File: config.mk
export PLATFORM = sky130hd
export DESIGN_NAME = pc_redirect_unit
export DESIGN_NICKNAME = d
export VERILOG_FILES = /design/src/rtl/pc_pkg.sv /design/src/rtl/pc_redirect_unit.sv
export SDC_FILE = /design/constraint.sdc
export NUM_CORES = 1
export LEC_CHECK = 0
export BUFFER_PORTS_ARGS = -buffer_cell sky130_fd_sc_hd__buf_2
export CAP_MARGIN = 20
export CORE_MARGIN = 3
export CORE_UTILIZATION = 45
export DETAILED_ROUTE_END_ITERATION = 8
export GPL_TIMING_DRIVEN = 0
export PLACE_DENSITY = 0.67
export SLEW_MARGIN = 20
export SYNTH_ARGS = -nofsm -noshare
export SYNTH_HDL_FRONTEND = slang
export SYNTH_SLANG_ARGS = --single-unit
File: constraint.sdc
create_clock -name clk -period 3.1 [get_ports clk]
set_input_delay 0 -clock clk [delete_from_list [all_inputs] [get_ports clk]]
set_output_delay 0 -clock clk [all_outputs]
set_load 0.02 [all_outputs]
File: src/rtl/pc_pkg.sv
// Shared definitions for the fetch-stage PC redirect logic.
//   pc_state_e       : redirect FSM state (IDLE, SLOTS)
//   DEFAULT_RESET_PC : default boot fetch address
//   MAX_DELAY_SLOTS  : largest supported branch delay slot count
//   ALIGN_BITS       : low address bits forced to zero on every redirect
package pc_pkg;

  typedef enum logic {
    IDLE  = 1'b0,
    SLOTS = 1'b1
  } pc_state_e;

  localparam logic [31:0] DEFAULT_RESET_PC = 32'h0000_3000;
  localparam int unsigned MAX_DELAY_SLOTS  = 7;
  localparam int unsigned ALIGN_BITS       = 2;

endpackage

File: src/rtl/pc_redirect_unit.sv
// Fetch-stage PC generator with a configurable number of branch delay slots
// and a synchronous exception redirect.
//   clk, rst           : clock, synchronous active-high reset
//   en                 : pipeline advance (0 = IF stall)
//   br_valid/br_target : taken branch held in ID and its resolved target
//   exc_valid/exc_vector : exception redirect request and handler address
//   pc_f, pc_plus4_f   : registered fetch address and its successor
//   flush_f            : comb, kill the IF instruction (zero-slot config only)
//   redirect_busy      : delay slots still pending before the redirect
//   misalign_err       : one-cycle pulse, accepted target was not word aligned
//   slot_branch_err    : sticky, a new branch appeared while slots were pending
module pc_redirect_unit
  import pc_pkg::*;
#(
  parameter int unsigned     XLEN        = 32,
  parameter logic [XLEN-1:0] RESET_PC    = XLEN'(DEFAULT_RESET_PC),
  parameter int unsigned     DELAY_SLOTS = 1
) (
  input  logic            clk,
  input  logic            rst,
  input  logic            en,
  input  logic            br_valid,
  input  logic [XLEN-1:0] br_target,
  input  logic            exc_valid,
  input  logic [XLEN-1:0] exc_vector,
  output logic [XLEN-1:0] pc_f,
  output logic [XLEN-1:0] pc_plus4_f,
  output logic            flush_f,
  output logic            redirect_busy,
  output logic            misalign_err,
  output logic            slot_branch_err
);

  localparam int unsigned     CNT_W      = (DELAY_SLOTS < 1) ? 1 : $clog2(DELAY_SLOTS + 1);
  localparam logic [CNT_W-1:0] REM0      = (DELAY_SLOTS == 0) ? '0 : CNT_W'(DELAY_SLOTS - 1);
  localparam logic [XLEN-1:0] ALIGN_MASK = ~XLEN'((1 << ALIGN_BITS) - 1);
  localparam logic [XLEN-1:0] STEP       = XLEN'(4);

  if (DELAY_SLOTS > MAX_DELAY_SLOTS) begin : g_bad_slots
    $error("pc_redirect_unit: DELAY_SLOTS exceeds MAX_DELAY_SLOTS");
  end

  pc_state_e        state;
  logic [CNT_W-1:0] rem;
  logic             hold;
  logic [XLEN-1:0]  tgt;
  logic             br_valid_q;
  logic             accept;
  logic [XLEN-1:0]  tgt_in;
  logic [XLEN-1:0]  exc_pc;

  // hold blocks a branch still sitting in ID from being taken a second time
  assign accept  = (state == IDLE) && br_valid && !hold;
  assign tgt_in  = br_target & ALIGN_MASK;
  assign exc_pc  = exc_vector & ALIGN_MASK;
  assign flush_f = accept && en && (DELAY_SLOTS == 0) && !exc_valid && !rst;
  assign redirect_busy = (state != IDLE);

  // Redirect FSM, delay-slot counter, PC pair and error flags
  always_ff @(posedge clk) begin
    if (rst) begin
      state           <= IDLE;
      rem             <= '0;
      hold            <= 1'b0;
      tgt             <= '0;
      br_valid_q      <= 1'b0;
      pc_f            <= RESET_PC;
      pc_plus4_f      <= RESET_PC + STEP;
      misalign_err    <= 1'b0;
      slot_branch_err <= 1'b0;
    end else begin
      br_valid_q   <= br_valid;
      misalign_err <= 1'b0;
      if (exc_valid) begin
        // exception wins over stall and abandons any pending target
        pc_f       <= exc_pc;
        pc_plus4_f <= exc_pc + STEP;
        state      <= IDLE;
        rem        <= '0;
        hold       <= br_valid;
      end else begin
        hold <= hold & br_valid;
        case (state)
          IDLE: begin
            if (accept) begin
              tgt          <= tgt_in;
              misalign_err <= |br_target[ALIGN_BITS-1:0];
              if (en) begin
                if (REM0 == '0) begin
                  pc_f       <= tgt_in;
                  pc_plus4_f <= tgt_in + STEP;
                  hold       <= 1'b1;
                end else begin
                  pc_f       <= pc_plus4_f;
                  pc_plus4_f <= pc_plus4_f + STEP;
                  rem        <= REM0 - CNT_W'(1);
                  state      <= SLOTS;
                end
              end else begin
                rem   <= REM0;
                state <= SLOTS;
              end
            end else if (en) begin
              pc_f       <= pc_plus4_f;
              pc_plus4_f <= pc_plus4_f + STEP;
            end
          end
          SLOTS: begin
            if (br_valid && !br_valid_q) begin
              slot_branch_err <= 1'b1;
            end
            if (en) begin
              if (rem == '0) begin
                pc_f       <= tgt;
                pc_plus4_f <= tgt + STEP;
                hold       <= br_valid;
                state      <= IDLE;
              end else begin
                pc_f       <= pc_plus4_f;
                pc_plus4_f <= pc_plus4_f + STEP;
                rem        <= rem - CNT_W'(1);
              end
            end
          end
          default: state <= IDLE;
        endcase
      end
    end
  end

endmodule

==> flow_metrics.tcl, run 1 <==
set metrics [dict create \
    cts_tree "built" \
    area_delta_synth_final_pct 24.66 \
    cts.sinks 96 \
    antenna_left 0 \
    clock_path_buffers 2 \
    die_y_um 133.0 \
    postCtsSetupRepairBufs 0 \
    ys_seq_area_frac 0.2647 \
    fin_cells 1344 \
    drc 0 \
    internal-power_mw 2.337 \
    dpl.hpwl_um 22580 \
    yosys_warnings 0 \
    synth-main-ff-cell "dfxtp_1" \
    crit_required_ns 3.41 \
    drt-total-wl_um 29720 \
    relSlewSlack 0.4035 \
    cp_data_arrival_time_ns 3.21 \
    grt_use_met2 0.4712 \
    cts-hold-fix-buffers 58 \
    critPathMaxFanout 8 \
    period_needed_ns 2.906 \
    drtIter0Drc 1188 \
    cts-htree-levels 3 \
    antenna_found_initial 0 \
    combPwrFrac 0.263 \
    rsz0062_at_grt "no" \
    gp_congestion 0.9918 \
    yosys_register_bits 96 \
    numPortBuffers 127 \
    die_w_um 133.0 \
    fin_worst_hold_slack_ns 0.01182 \
    nets 1200 \
    syn_inst 929 \
    p_leak_nw 3.598 \
    met1_usage 0.4605 \
    syn_avg_cell_area_um2 7.816 \
    cap_viol_max_count 0 \
    hp-class "input pin to register" \
    cts_buffers 9 \
    power_density_mw_per_mm2 391.3 \
    viasPerCell 6.098 \
    clockRootBuffer "clkbuf_16" \
    tns_ns 0 \
    clk_pin_slew_ns 0.07 \
    crit_type "register to register" \
    place_inst 1269 \
    rows 45 \
    grt_pass1_wl_um 44140 \
    status "completed" \
    nFillCells 1445 \
    final_cell_mix "134 x buf_2, 117 x nand2_1, 96 x dfxtp_1" \
    num_io_pins 137 \
    dpl_worst_slack_ns 0.3521 \
    routedWlPerCell_um 22.12 \
    period_share 0.9374 \
    grt-ovfl-total 0 \
    finClkSkew_ns 0.01389 \
    start_util 0.4689 \
    ir_drop_mv 0.2794 \
    p_seq_frac 0.405 \
    worstMarginPinSlew_ns 0.8915 \
    synthDistinctLibCells 66 \
    dieArea_mm2 0.01770 \
    grt_pass1_vias 7324 \
    core-area_mm2 0.01548 \
    drive_gt1_frac 0.1776 \
    async_flop_share 0 \
    synthesis.area_mm2 0.007261 \
    via_count 8196 \
    grt_use_total 0.3226 \
    synth_edf_count 0 \
    busiest_layer "met2" \
    clockPowerShare 0.332 \
    fmax_mhz 344.1 \
    finalHoldViolCount 0 \
    drv_slew 0 \
    grt_max_degree 16 \
    clk_latency_ns 0.37 \
    critPathLaunchType "register" \
    first_pass_iters 8 \
    mostFrequentLayoutCell "buf_2" \
    setup_viol 0 \
    setup_slack_ns 0.1941 \
    post_cts_resized 0 \
    fin_total_pwr_mw 3.542 \
    end_kind "register" \
    p_sw_frac 0.3403 \
    p_sw_mw 1.205 \
    grt_util_met3 0.07490 \
]
metrics by stage:
stage	utilization	instance area, µm²
after floorplan	-	7268
after global placement	0.5275	8168
after detailed placement	0.5275	8168
after CTS	0.5844	9049
after global routing	0.5844	9049
final	0.5846	9051
synth_stat cells (all sizes together) (23+ instances only):
cell      n  share of area
mux2     23          0.036
dfxtp    96           0.26
nor3     37          0.029
nand2   118          0.061
xnor2    56          0.068
o21ai    41          0.028
nand3    44          0.032
clkbuf   54          0.028
a21oi    33          0.023
xor2     43          0.052
mux2i    59          0.081
nor2     70          0.036
worst max-delay path, stage by stage (launching register included):
cell and delay (ns):
dfxtp_1 0.45, ha_1 0.24, and4_1 0.33, nand4_2 0.29, or3_1 0.38, and3_1 0.17
a2111oi_0 0.73, a32o_1 0.26
cell type report:
type	instances	area, µm²	area share
plain buffers	70	296.5	0.03276
flip-flops and latches	96	1922	0.2123
repair buffers	185	1216	0.1344
clock buffers	12	246.5	0.02723
inverters	18	67.56	0.007465
diodes	1	2.502	0.0002765
clock inverters	4	53.80	0.005944
multi-input cells	747	4982	0.5505
well taps	211	264.0	0.02917
logic make-up (layout without fill, tap and decap cells):
kind of cell,Yosys count,in the layout,share of synthesized area
flops,96,96,0.2647
buf+inv,88,289,0.05015
other cells,1,4,0.0005165
mux,82,82,0.1170
simple gates,380,380,0.2695
compound gates,179,179,0.1718
fa+ha+maj,4,4,0.006893
xor+xnor,99,99,0.1194
metal layers:
| metal | part of all wire | routed length, µm |
|---|---|---|
| met5 | 0 | 0 |
| met4 | 0.031 | 918 |
| met3 | 0.12 | 3712 |
| met2 | 0.42 | 12440 |
| met1 | 0.43 | 12650 |
power by group through the flow:
stage / combinational (mW) / sequential (mW) / clock [mW]
final: 0.932 / 1.43 / 1.18
after global routing: 0.985 / 1.44 / 1.21
after CTS: 0.904 / 1.43 / 1.17
after detailed placement: 0.844 / 1.45 / 0
after global placement: 0.841 / 1.45 / 0
after floorplan: 0.446 / 1.50 / 0
path summary, 6_finish.rpt:
check | from | to | slack (ns) | depth (start not counted)
setup / recovery | tgt[2] | pc_plus4_f[18] | 0.19 | 7
hold / removal | br_target[9] | tgt[9] | 0.01 | 2
setup reg to reg | tgt[2] | pc_plus4_f[18] | 0.19 | 7
hold reg to reg | pc_f[2] | pc_f[2] | 0.47 | 2
flip-flops by register name, indices dropped and copies added, names as in the netlist:
| name | flops |
|---|---|
| tgt | 30 |
| redirect_busy | 1 |
| misalign_err | 1 |
| hold | 1 |
| slot_branch_err | 1 |
| pc_plus4_f | 30 |
| br_valid_q | 1 |
| pc_f | 31 |
Power figures use the tool's default switching activity.
==> run 2: changes to the inputs <==
--- a/config.mk
+++ b/config.mk
@@ -8,5 +8,4 @@
 export BUFFER_PORTS_ARGS = -buffer_cell sky130_fd_sc_hd__buf_2
 export CAP_MARGIN = 20
-export CORE_MARGIN = 3
 export CORE_UTILIZATION = 45
 export DETAILED_ROUTE_END_ITERATION = 8
==> constraint.sdc (replaced) <==
create_clock -name clk -period 3.1 [get_ports clk]
set_input_delay 0 -clock clk [delete_from_list [all_inputs] [get_ports clk]]
set_output_delay 0 -clock clk [all_outputs]
set_load 0.01 [all_outputs]
==> run 2 against run 1 <==
  * Setup slack better by 0.032 ns
  * Via count down 1.3%
  * Global-route usage up 2.8 points
  * Clock skew down 0.00063 ns
  * Wire length down 2.4%
  * Sequential share of layout area up 0.077 points
  * Non-clock buffer count down 1
  * Hold slack worse by 0.0046 ns
  * Critical path type unchanged
  * Largest cell class unchanged
==> flow_metrics.tcl, run 2 (synthesis results as in run 1) <==
set metrics [dict create \
    status "completed" \
    rows 46 \
    mostFrequentLayoutCell "buf_2" \
    grt_pass1_wl_um 43130 \
    ir_drop_mv 0.2714 \
    grt-ovfl-total 0 \
    setup_viol 0 \
    clockRootBuffer "clkbuf_16" \
    largest_register "pc_f" \
    cp_data_arrival_time_ns 3.17 \
    rsz0062_at_grt "no" \
    finClkSkew_ns 0.01326 \
    routedWlPerCell_um 21.56 \
    first_pass_iters 7 \
    dpl.hpwl_um 21980 \
    min-delay-start "exc_vector[14]" \
    cts.sinks 96 \
    whs_path_depth 3 \
    final_core_util 0.5698 \
    hold-path-endpoint "pc_f[14]" \
    worstMarginPinSlew_ns 0.9187 \
    largest_reg_flops 31 \
    viasPerCell 6.011 \
    start_util 0.4587 \
    r2r_slack_ns 0.23 \
    fin_worst_hold_slack_ns 0.007254 \
    crit_type "register to register" \
    reg.largest.list "pc_f: 31 flops, pc_plus4_f: 30 flops, tgt: 30 flops" \
    critPathMaxFanout 8 \
    cts-htree-levels 3 \
    final_cell_mix "134 x buf_2, 117 x nand2_1, 96 x dfxtp_1" \
    grt_use_total 0.3506 \
    numPortBuffers 127 \
    die_y_um 129.0 \
    fmax_mhz 347.9 \
    crit_required_ns 3.40 \
    hp-class "input pin to register" \
    dieArea_mm2 0.01665 \
    area_delta_synth_final_pct 24.21 \
    clock_path_buffers 2 \
    gp_congestion 0.9650 \
    nFillCells 1516 \
    critPathLaunchType "register" \
    tns_ns 0 \
    num_io_pins 137 \
    clk_pin_slew_ns 0.07 \
    period_share 0.9271 \
    post_cts_resized 0 \
    grt_pass1_vias 7201 \
    rr_endpoint "pc_plus4_f[18]" \
    nets 1199 \
    grt_max_degree 16 \
    antenna_found_initial 0 \
    reg2reg_depth 7 \
    period_needed_ns 2.874 \
    via_count 8091 \
    drv_slew 0 \
    core-area_mm2 0.01583 \
    cts_tree "built" \
    antenna_left 0 \
    relSlewSlack 0.3853 \
    r2r_start "tgt[2]" \
    cap_viol_max_count 0 \
    drive_gt1_frac 0.1779 \
    end_kind "register" \
    drt-total-wl_um 29020 \
    finalHoldViolCount 0 \
    postCtsSetupRepairBufs 0 \
    clk_latency_ns 0.36 \
    power_density_mw_per_mm2 376.4 \
    antenna_cells 0 \
    cts-hold-fix-buffers 57 \
    die_w_um 129.0 \
    drtIter0Drc 1211 \
    cts_buffers 9 \
    p_leak_nw 3.579 \
    drc 0 \
]
==> run 2: per-layer routing <==
metal  routed length, µm  part of all wire  GRT usage  up-vias
met1               12620              0.43     0.4916     3765
li1                    -                 -          -     3747
met3                3216              0.11    0.08382       70
met4                 829             0.029     0.1308        2
met5                  77            0.0027    0.03529        -
met2               12280              0.42     0.5151      507
==> run 2: area by class of cell <==
cell class	instances	area, µm²	area share
clock buffer	11	242.7	0.02691
sequential	96	1922	0.2131
multi-input combinational	747	4982	0.5524
timing repair buffer	184	1206	0.1337
buffer	70	296.5	0.03288
clock inverter	4	31.28	0.003468
tap	216	270.3	0.02997
inverter	18	67.56	0.007492
==> run 2: worst max-delay path by stage <==
stage / from / to / slack, ns / cells past startpoint
after floorplan: pc_plus4_f[2] / pc_plus4_f[30] / 0.97 / 8
after global placement: pc_plus4_f[2] / pc_plus4_f[30] / 0.35 / 8
after detailed placement: pc_plus4_f[2] / pc_plus4_f[30] / 0.37 / 8
after CTS: tgt[2] / pc_plus4_f[18] / 0.35 / 7
after global routing: tgt[3] / pc_plus4_f[18] / 0.11 / 7
final: tgt[2] / pc_plus4_f[18] / 0.23 / 7
==> run 2: critical path, cell delays in order (launching register included) <==
cell	delay, ns
dfxtp_1	0.47
ha_1	0.25
and4_1	0.33
nand4_2	0.29
or3_1	0.38
and3_1	0.18
a2111oi_0	0.61
a32o_1	0.28
==> run 2: power by group <==
part / total [mW] / leakage (nW) / switching [mW] / internal [mW]
Combinational: 0.875 / 2.66 / 0.509 / 0.367
Sequential: 1.43 / 0.793 / 0.115 / 1.32
Clock: 1.09 / 0.124 / 0.522 / 0.564
Total: 3.39 / 3.58 / 1.15 / 2.25
==> run 2: through the flow <==
stage          power, mW  setup WS (ns)  cells  cell area, µm²
3_5_place_dp       2.243         0.3665   1274            8174
4_1_cts            3.357         0.3451   1346            9019
6_report           3.395         0.2260   1346            9019
5_1_grt            3.516         0.1071   1346            9019
3_3_place_gp       2.238         0.3456   1274            8174
2_1_floorplan      1.897         0.9669    931            7268
==> run 3: changes to the inputs <==
Settings changed: HOLD_SLACK_MARGIN from default to 0.02.
==> run 3 against run 2 <==
  * Fmax is 0.72% higher
  * First-iteration DRC count is 7.5% lower
  * Clock skew is 0.00074 ns lower
  * Die area stayed put
  * Flip-flop and latch count stayed put
  * Sequential power hardly changed
  * Register-to-register slack better by 0.02 ns
  * Largest power group unchanged
  * Highest routed layer unchanged
==> flow_metrics.tcl, run 3 (synthesis results as in run 1) <==
set metrics [dict create \
    grt_pass1_wl_um 43120 \
    final_cell_mix "134 x buf_2, 117 x nand2_1, 96 x dfxtp_1" \
    first_pass_iters 6 \
    cpPeakStageDelay_ns 0.63 \
    routedWlPerCell_um 21.51 \
    antenna_left 0 \
    cts_tree "built" \
    clockRootBuffer "clkbuf_16" \
    grt-ovfl-total 0 \
    fmax_mhz 350.5 \
    grt_use_total 0.3504 \
    p_leak_nw 3.587 \
    postCtsSetupRepairBufs 0 \
    combPwrFrac 0.258 \
    critPathMaxFanout 8 \
    internal-power_mw 2.250 \
    nets 1201 \
    tns_ns 0 \
    via_count 8074 \
    relSlewSlack 0.3614 \
    antenna_cells 0 \
    r2r_slack_ns 0.25 \
    start_util 0.4587 \
    worstSetupStartpoint "tgt[2]" \
    gp_congestion 0.9650 \
    area_delta_synth_final_pct 24.49 \
    cp_data_arrival_time_ns 3.16 \
    crit_slowest_cell "a2111oi_0" \
    critPathLaunchType "register" \
    power_density_mw_per_mm2 376.0 \
    p_seq_frac 0.422 \
    crit_required_ns 3.40 \
    end_kind "register" \
    cts_buffers 9 \
    setup_viol 0 \
    drc 0 \
    min-delay-start "exc_vector[13]" \
    clock_path_buffers 2 \
    grt_max_degree 16 \
    cts.sinks 96 \
    clockPowerShare 0.320 \
    numPortBuffers 127 \
    die_y_um 129.0 \
    cap_viol_max_count 0 \
    viasPerCell 5.990 \
    worstMarginPinSlew_ns 0.9544 \
    rsz0062_at_grt "no" \
    finalHoldViolCount 0 \
    grt_pass1_vias 7190 \
    num_io_pins 137 \
    cts-hold-fix-buffers 59 \
    core-area_mm2 0.01583 \
    r2r_start "tgt[2]" \
    dpl.hpwl_um 21980 \
    reg2reg_depth 7 \
    status "completed" \
    p_sw_frac 0.3378 \
    nFillCells 1514 \
    ir_drop_mv 0.2715 \
    period_share 0.9205 \
    antenna_found_initial 0 \
    mostFrequentLayoutCell "buf_2" \
    final_core_util 0.5711 \
    path_cells "ha_1 -> and4_1 -> nand4_2 -> or3_1 -> and3_1 -> a2111oi_0 -> a32o_1" \
    hold-path-endpoint "pc_f[13]" \
    dieArea_mm2 0.01665 \
    largest_register "pc_f" \
    hp-class "input pin to register" \
    period_needed_ns 2.853 \
    post_cts_resized 0 \
    drv_slew 0 \
    whs_path_depth 4 \
    rr_endpoint "pc_plus4_f[18]" \
    finClkSkew_ns 0.01252 \
    cts-htree-levels 3 \
    crit_type "register to register" \
    p_sw_mw 1.148 \
    clk_pin_slew_ns 0.07 \
    drtIter0Drc 1120 \
    rows 46 \
    largest_reg_flops 31 \
    clk_latency_ns 0.36 \
    drive_gt1_frac 0.1776 \
    drt-total-wl_um 29000 \
    die_w_um 129.0 \
    reg.largest.list "pc_f: 31 flops, pc_plus4_f: 30 flops, tgt: 30 flops" \
]
[run 3: cell types whose count changed in the layout (fill, tap and decap cells not counted), sizes merged]
cell         delta
dlygate4sd3     +2
[run 3: power groups by stage]
stage	combinational [mW]	sequential (mW)	clock, mW
after floorplan	0.445	1.45	0
after global placement	0.783	1.45	0
after detailed placement	0.787	1.46	0
after CTS	0.849	1.43	1.08
after global routing	0.935	1.44	1.14
final	0.877	1.43	1.09
[run 3: final cells by class]
cell class | count | area [µm²] | share of cell area
plain buffers | 70 | 296.5 | 0.03281
clock buffers | 11 | 242.7 | 0.02685
clock inverters | 4 | 31.28 | 0.003461
inverters | 18 | 67.56 | 0.007475
multi-input cells | 747 | 4982 | 0.5512
flip-flops and latches | 96 | 1922 | 0.2126
well taps | 216 | 270.3 | 0.02990
repair buffers | 186 | 1226 | 0.1357
[run 3: stage by stage]
step,worst slack (ns),instances,instance area (µm²),hold slack [ns],total power [mW]
final,0.2465,1348,9039,0.04029,3.398
after global routing,0.1071,1348,9039,0.06001,3.518
after CTS,0.3451,1348,9039,0.04494,3.359
after detailed placement,0.3665,1274,8174,0.2715,2.243
after global placement,0.3456,1274,8174,0.2624,2.238
after floorplan,0.9669,931,7268,0.1257,1.897
[run 3: how the worst max path moves through the flow]
stage / slack [ns] / to / cells past startpoint
after floorplan: 0.97 / pc_plus4_f[30] / 8
after global placement: 0.35 / pc_plus4_f[30] / 8
after detailed placement: 0.37 / pc_plus4_f[30] / 8
after CTS: 0.35 / pc_plus4_f[18] / 7
after global routing: 0.11 / pc_plus4_f[18] / 7
final: 0.25 / pc_plus4_f[18] / 7
[run 3: critical path, delay by kind of cell (launching register included)]
kind,cells,cell delay [ns]
fa+ha+maj,1,0.25
simple gates,4,1.18
flops,1,0.47
compound gates,2,0.90
[run 3: metal layers]
metal  global-route usage  wire length (µm)  vias to the layer above
li1                     -                 -                     3752
met1               0.4908             12630                     3759
met2               0.5161             12230                      485
met3              0.08382              3180                       76
met4               0.1294               881                        2
met5              0.03529                77                        -
